$ cat src/rtl/nonogram_solver.sv
// Line-constraint checker/propagator for a SIZE x SIZE nonogram board.
// Optional macro SOLVER_CONTRADICTION_EN adds a sticky contradiction output.
module nonogram_solver #(
  parameter int SIZE = 3,
  parameter int LIW  = 3,
  parameter int ONW  = 4
) (
  input  logic                       clk,
  input  logic                       rst,
  input  logic [SIZE-1:0]            option,
  input  logic [LIW-1:0]             line_ind,
  input  logic                       valid_op,
  input  logic                       row,
  input  logic [ONW-1:0]             option_num,
  output logic [SIZE-1:0][SIZE-1:0]  assigned,
  output logic [SIZE-1:0][SIZE-1:0]  known,
  output logic                       put_back_to_FIFO,
  output logic [ONW-1:0]             new_option_num,
`ifdef SOLVER_CONTRADICTION_EN
  output logic                       contradiction,
`endif
  output logic                       valid_out
);

  typedef enum logic {IDLE, EVAL} state_t;

  state_t                    state_q, state_d;
  logic [SIZE-1:0]           opt_q, opt_d;
  logic [LIW-1:0]            line_q, line_d;
  logic                      row_q, row_d;
  logic [ONW-1:0]            num_q, num_d;
  logic [LIW-1:0]            prev_line_q, prev_line_d;
  logic                      new_line_q, new_line_d;
  logic [SIZE-1:0]           and_acc_q, and_acc_d;
  logic [SIZE-1:0]           or_acc_q, or_acc_d;
  logic                      any_ok_q, any_ok_d;
  logic [SIZE-1:0][SIZE-1:0] assigned_q, assigned_d;
  logic [SIZE-1:0][SIZE-1:0] known_q, known_d;
  logic                      put_q, put_d;
  logic [ONW-1:0]            nnum_q, nnum_d;
  logic                      vout_q, vout_d;
  logic                      contra_q, contra_d;

  logic [SIZE-1:0] line_known, line_val;
  logic            consistent, line_start, last;
  logic [SIZE-1:0] and_n, or_n;
  logic            any_n;

  // Gather the decided cells of the latched line into line order.
  always_comb begin
    line_known = '0;
    line_val   = '0;
    for (int r = 0; r < SIZE; r++) begin
      for (int c = 0; c < SIZE; c++) begin
        if (row_q && line_q == LIW'(r)) begin
          line_known[c] = known_q[r][c];
          line_val[c]   = assigned_q[r][c];
        end
        if (!row_q && line_q == LIW'(SIZE + c)) begin
          line_known[r] = known_q[r][c];
          line_val[r]   = assigned_q[r][c];
        end
      end
    end
  end

  always_comb begin
    consistent = ~|(line_known & (line_val ^ opt_q));
    line_start = new_line_q || (line_q != prev_line_q);
    last       = (num_q <= ONW'(1));
    and_n      = line_start ? '1 : and_acc_q;
    or_n       = line_start ? '0 : or_acc_q;
    any_n      = line_start ? 1'b0 : any_ok_q;
    if (consistent) begin
      and_n = and_n & opt_q;
      or_n  = or_n | opt_q;
      any_n = 1'b1;
    end
  end

  always_comb begin
    state_d     = state_q;
    opt_d       = opt_q;
    line_d      = line_q;
    row_d       = row_q;
    num_d       = num_q;
    prev_line_d = prev_line_q;
    new_line_d  = new_line_q;
    and_acc_d   = and_acc_q;
    or_acc_d    = or_acc_q;
    any_ok_d    = any_ok_q;
    assigned_d  = assigned_q;
    known_d     = known_q;
    put_d       = put_q;
    nnum_d      = nnum_q;
    vout_d      = 1'b0;
    contra_d    = contra_q;
    case (state_q)
      IDLE: begin
        if (valid_op) begin
          opt_d   = option;
          line_d  = line_ind;
          row_d   = row;
          num_d   = option_num;
          state_d = EVAL;
        end
      end
      EVAL: begin
        state_d     = IDLE;
        vout_d      = 1'b1;
        put_d       = consistent;
        nnum_d      = (consistent || num_q == '0) ? num_q : num_q - ONW'(1);
        and_acc_d   = and_n;
        or_acc_d    = or_n;
        any_ok_d    = any_n;
        prev_line_d = line_q;
        new_line_d  = last;
        if (last && !any_n) contra_d = 1'b1;
        // Fold into the board; decided cells are never rewritten.
        if (last && any_n) begin
          for (int r = 0; r < SIZE; r++) begin
            for (int c = 0; c < SIZE; c++) begin
              if (((row_q && line_q == LIW'(r)) || (!row_q && line_q == LIW'(SIZE + c)))
                  && !known_q[r][c]) begin
                if (row_q ? and_n[c] : and_n[r]) begin
                  known_d[r][c]    = 1'b1;
                  assigned_d[r][c] = 1'b1;
                end else if (!(row_q ? or_n[c] : or_n[r])) begin
                  known_d[r][c]    = 1'b1;
                  assigned_d[r][c] = 1'b0;
                end
              end
            end
          end
        end
      end
      default: state_d = IDLE;
    endcase
  end

  always_ff @(posedge clk) begin
    if (rst) begin
      state_q     <= IDLE;
      opt_q       <= '0;
      line_q      <= '0;
      row_q       <= 1'b0;
      num_q       <= '0;
      prev_line_q <= '0;
      new_line_q  <= 1'b1;
      and_acc_q   <= '0;
      or_acc_q    <= '0;
      any_ok_q    <= 1'b0;
      assigned_q  <= '0;
      known_q     <= '0;
      put_q       <= 1'b0;
      nnum_q      <= '0;
      vout_q      <= 1'b0;
      contra_q    <= 1'b0;
    end else begin
      state_q     <= state_d;
      opt_q       <= opt_d;
      line_q      <= line_d;
      row_q       <= row_d;
      num_q       <= num_d;
      prev_line_q <= prev_line_d;
      new_line_q  <= new_line_d;
      and_acc_q   <= and_acc_d;
      or_acc_q    <= or_acc_d;
      any_ok_q    <= any_ok_d;
      assigned_q  <= assigned_d;
      known_q     <= known_d;
      put_q       <= put_d;
      nnum_q      <= nnum_d;
      vout_q      <= vout_d;
      contra_q    <= contra_d;
    end
  end

  assign assigned         = assigned_q;
  assign known            = known_q;
  assign put_back_to_FIFO = put_q;
  assign new_option_num   = nnum_q;
  assign valid_out        = vout_q;
`ifdef SOLVER_CONTRADICTION_EN
  assign contradiction    = contra_q;
`else
  logic unused_contra;
  assign unused_contra = contra_q;
`endif

endmodule

$ cat config.mk
export PLATFORM = sky130hd
export DESIGN_NAME = nonogram_solver
export DESIGN_NICKNAME = d
export VERILOG_FILES = /design/src/rtl/nonogram_solver.sv
export SDC_FILE = /design/constraint.sdc
export NUM_CORES = 1
export LEC_CHECK = 0
export ABC_AREA = 0
export BUFFER_PORTS_ARGS = -buffer_cell sky130_fd_sc_hd__buf_2
export CAP_MARGIN = 30
export CORE_MARGIN = 2
export CORE_UTILIZATION = 63
export DETAILED_ROUTE_END_ITERATION = 7
export PLACE_DENSITY_LB_ADDON = 0.05
export SYNTH_ARGS = -nofsm -noshare
export SYNTH_HDL_FRONTEND = slang
export SYNTH_SLANG_ARGS = --single-unit
export TNS_END_PERCENT = 100
$ cat constraint.sdc
create_clock -name clk -period 4.35 [get_ports clk]
set_input_delay 0.435 -clock clk [delete_from_list [all_inputs] [get_ports clk]]
set_output_delay 0.435 -clock clk [all_outputs]
set_load 0.01 [all_outputs]
# Word level (Yosys, flattened, before mapping)
# Cells that the tools add are included.
[word_totals]
out_inout_bits = 24
regBits = 47
elab_cells = 198
[op_classes]
n_bitwise = 5
addsub = 1
n_eq_ne = 15
n_lt_le_gt_ge = 1
n_reduce_logical = 51
mux = 94
[ops]
columns = ["cell", "count"]
rows = [
  ["2-to-1 mux 1 bit", 88],
  ["AND reduction 4 bit", 9],
  ["inequality test 2 bit (second input constant)", 9],
  ["logical AND 1 bit", 16],
  ["2-to-1 mux 3 bit", 4],
  ["logical NOT 1 bit", 11],
  ["logical OR 1 bit", 11],
  ["AND 3 bit", 2],
  ["== test 3 x 2 -> 1 bit (second input constant)", 2],
  ["== test 3 bit (second input constant)", 2],
  ["<= comparator 4 x 1 -> 1 bit (second input constant)", 1],
  ["logical NOT 4 bit", 1],
  ["2-to-1 mux 4 bit", 1],
  ["subtractor 4 x 1 -> 4 bit (second input constant)", 1],
  ["== test 3 x 1 -> 1 bit (second input constant)", 1],
  ["logical NOT 3 bit", 1],
  ["inequality test 3 bit", 1],
  ["OR 3 bit", 1],
  ["OR reduction 3 bit", 1],
  ["bitwise XOR 3 bit", 1],
  ["case mux 1 bit (2 select lines)", 1],
  ["AND reduction 2 bit", 1],
  ["NOT 1 bit", 1],
]

# Longest topological paths before layout
[logic_depth]
depth_word = 15
mapped_depth = 12
mapped_depth_nobuf = 8

# Worst setup path before layout
# OpenSTA, ideal clock, no wires.
[synth_timing]
kind = "register to register"
start = "register row_q"
end = "register known_q, in the netlist known[4]"
required_time_ns = 4.255
path_slack_ns = 1.853
arrival_time_ns = 2.402
path_stages_with_launch = 10
n_path_buf = 2
setup_ns = 0.095
cell_sequence = "dfxtp_1 > buf_4 > or3b_1 > o221a_1 > nor3_2 > o32a_1 > buf_6 > a21boi_2 > or4_4 > a221oi_1"
[synth_via]
elab_chain_cells = 13
[synth_lines]
columns = ["item", "line", "source"]
rows = [
  ["from (decl)", "30", "logic row_q, row_d;"],
  ["from (signal assigned)", "163", "row_q <= row_d;"],
  ["logical AND 1 bit / logical NOT 1 bit (equally long branches)", "55, 59, 123", ""],
  ["2-to-1 mux 1 bit / logical AND 1 bit (equally long branches)", "55, 59", ""],
  ["2-to-1 mux 1 bit (on tied branches) (2 in series)", "59, 55", ""],
  ["2-to-1 mux 1 bit", "59", "if (!row_q && line_q == LIW'(SIZE + c)) begin"],
  ["2-to-1 mux 1 bit (on tied branches) (2 in series)", "55, 59", ""],
  ["bitwise XOR 3 bit", "68", "consistent = ~|(line_known & (line_val ^ opt_q));"],
  ["AND 3 bit", "68", ""],
  ["OR reduction 3 bit", "68", ""],
  ["2-to-1 mux 3 bit / 2-to-1 mux 1 bit (equally long branches)", "74", "if (consistent) begin"],
  ["inequality test 2 bit (no line) / logical AND 1 bit (equally long branches)", "--", ""],
  ["AND reduction 4 bit (no line)", "--", ""],
  ["to (signal assigned)", "171", "known_q <= known_d;"],
  ["to (decl)", "38", "logic [SIZE-1:0][SIZE-1:0] known_q, known_d;"],
]
# Parallel ways exist; a longest one is shown, timed or not.
# A chain may end at the register's enable or synchronous reset.

# Final worst setup path
# Ends and elaborated chain as after synthesis.

==> impl_metrics.toml <==
[route]
num_vias = 3167
dr.pass1.iters = 5
vias_per_cell = 6.612
wl_per_cell_um = 17.71
drtIter0Drc = 325
ant_nets = 0
drc = 0
wl_mm = 8.484

[timing]
maxSlewHeadroom = 0.3279
min_period_ns = 3.579
worst_slack_ns = 0.7710
holdWs_ns = 0.3630
slew_viol_final = 0
hold_viol_final = 0
tightestPinTransition_ns = 1.007
skew_ns = 0.005980
rsz0062_at_grt = "false"
timing.final.crit_share = 0.8228
max_freq_mhz = 279.4
setup_violations = 0
finalSetupTns_ns = 0

[placement]
dp_slack_ns = 0.8914
placedInstanceArea_sq_um = 3341
gp_congestion = 0.9942
dp.cells = 471
portBuffers = 37
hpwl_mm = 6.135

[clock_network]
ctsHoldBuffers = 0
cts_root_buf = "clkbuf_8"
path_clk_slew_ns = 0.09
h-tree-depth = 2
clockBufferDepth = 2
clk_latency_ns = 0.30
cts_tree = "done"
cts.repair.resized = 0
cts_buffers = 5
cts_sinks = 47
postCtsSetupBuffers = 0

[setup_path]
critPathLaunchType = "flop"
crit_path_cell_trace = "buf_4, and4b_1, o21ai_0, a211o_1, and3_2, o32a_1, a21boi_2, or4_4, a221oi_1"
crit_type = "flop to flop"
critical_path_arrival_ns = 3.79
crit_fanout = 23
endpoint_kind = "flop"
critPathRequiredTime_ns = 4.56
critPathTopFamily = "compound AO/OA/AOI/OAI gates"
path_buf_inv = 1
slowest_stage = "dfxtp_1"
max_stage_delay_ns = 0.82

[pwr]
pwr-share-clk = 0.293
leakage_nw = 1.321
p_per_area_nw_per_um2 = 260.9
p_total_mw = 0.8937
p_sw_frac = 0.3079
p_int_mw = 0.6186
comb_power_share = 0.178
vdd_drop_max_mv = 0.1747
seqPwrFrac = 0.529
power_switching_mw = 0.2751

[final_layout]
final-seq-area_sq_um = 940.9
fin_area_sq_um = 3426
num_antenna_cells = 0
syn_to_final_growth_pct = 6.870
nFillCells = 441
final_cells = 479
nets = 427
drive_gt1_frac = 0.1869
fin_util = 0.7112
multiInputGateArea_sq_um = 2017

[synthesis]
synthArstFlopShare = 0
synthMostInstantiatedCell = "nand2_1"
syn_area_sq_um = 3206
syn-num-nets = 409
ys_seq_area_frac = 0.2935
synth_top_area_frac = 0.2935
ys_warn_count = 0
yosysUniqueCellTypes = 77
ys_ff_latch = 47
synth_common_cells = "nand2_1 (54), dfxtp_1 (47), nor2_1 (30)"
synthFlopType = "dfxtp_1"
synth_edf_count = 0
synthCells = 393
yosys.area.top_type = "dfxtp_1"
synth.area.top_cells = "dfxtp_1 (29%), nand2_1 (6.3%), a21oi_1 (4.1%)"
syn_area_per_cell_sq_um = 8.157

[hold_path]
min_path_type = "input port to flop"

[floorplanning]
core-area_sq_um = 4817
initial_core_util = 0.6655
rows = 25
die_x_um = 75.33
die_h_um = 75.33
die-area_sq_um = 5675
io_pins = 38

[global_route]
grtUsageTotal = 0.3143
antenna_found_initial = 0
grt_overflow_total = 0
grt_pass1_vias = 2770
grt_max_degree = 44
grt_pass1_wl_mm = 13.58

[flow_run]
max-cap-violations = 0

[run_status]
status = "finished clean"
## sequential cells by signal, summed over array words and instances (netlist names), 3 cells and up
| name | flops |
|---|---|
| and_acc_q | 3 |
| assigned | 9 |
| known | 9 |
| line_q | 3 |
| new_option_num | 4 |
| num_q | 4 |
| opt_q | 3 |
| or_acc_q | 3 |
| prev_line_q | 3 |
## metal layers
metal | vias up | track usage | wire length (um)
met5 | - | 0 | 0
met4 | 0 | 0.1033 | 264
met3 | 28 | 0.05820 | 562
met2 | 154 | 0.5208 | 4002
met1 | 1490 | 0.4148 | 3655
li1 | 1495 | - | -
## path summary, 6_finish.rpt
| kind | startpoint | endpoint | slack [ns] | cells past startpoint |
|---|---|---|---|---|
| setup / recovery | row_q | known[4] | 0.77 | 9 |
| hold / removal | option[1] | opt_q[1] | 0.36 | 3 |
| setup reg to reg | row_q | known[4] | 0.77 | 9 |
| hold reg to reg | and_acc_q[1] | and_acc_q[1] | 0.45 | 2 |
## layout by cell type, fill, tap and decap left out, types with 8 or more instances in the layout
cell,count
dfxtp_1,47
nand2b_1,9
o2111ai_1,8
nor2_1,30
nand2_1,54
nor3_1,9
o211ai_1,8
a21oi_1,26
buf_2,37
inv_1,14
o21ai_0,10
nand3_1,11
a211oi_1,10
## cells by family (layout without fill, tap and decap cells)
family                     count (synthesis)  after routing  synth area share
buffers and inverters                     46             65           0.07728
xor gates and xnor gates                   6              6           0.01640
AOI/OAI and AO/OA                        126            126            0.3068
and+or+nand+nor                          162            162            0.2857
adders and majority gates                  2              2          0.007805
DFF                                       47             47            0.2935
muxes                                      4              4           0.01249
## power by group through the flow
| stage | combinational (mW) | sequential [mW] | clock (mW) |
|---|---|---|---|
| after floorplan | 0.132 | 0.467 | 0 |
| after global placement | 0.148 | 0.483 | 0 |
| after detailed placement | 0.156 | 0.481 | 0 |
| after CTS | 0.157 | 0.471 | 0.265 |
| after global routing | 0.173 | 0.475 | 0.279 |
| final | 0.159 | 0.473 | 0.262 |
## final cells by class
class                           instances  area share
Timing Repair Buffer                   42     0.07085
Multi-Input combinational cell        300      0.5887
Sequential cell                        47      0.2747
Clock inverter                          2    0.003652
Clock buffer                            6     0.02118
Inverter                               15     0.01644
Tap cell                               67     0.02447
## tightest hold or removal path, delay by kind of cell
kind / cells / cell delay, ns
and+or+nand+nor: 1 / 0.05
buffers and inverters: 1 / 0.09
AOI/OAI and AO/OA: 1 / 0.05
No activity file was read; power rests on OpenSTA's default activity.
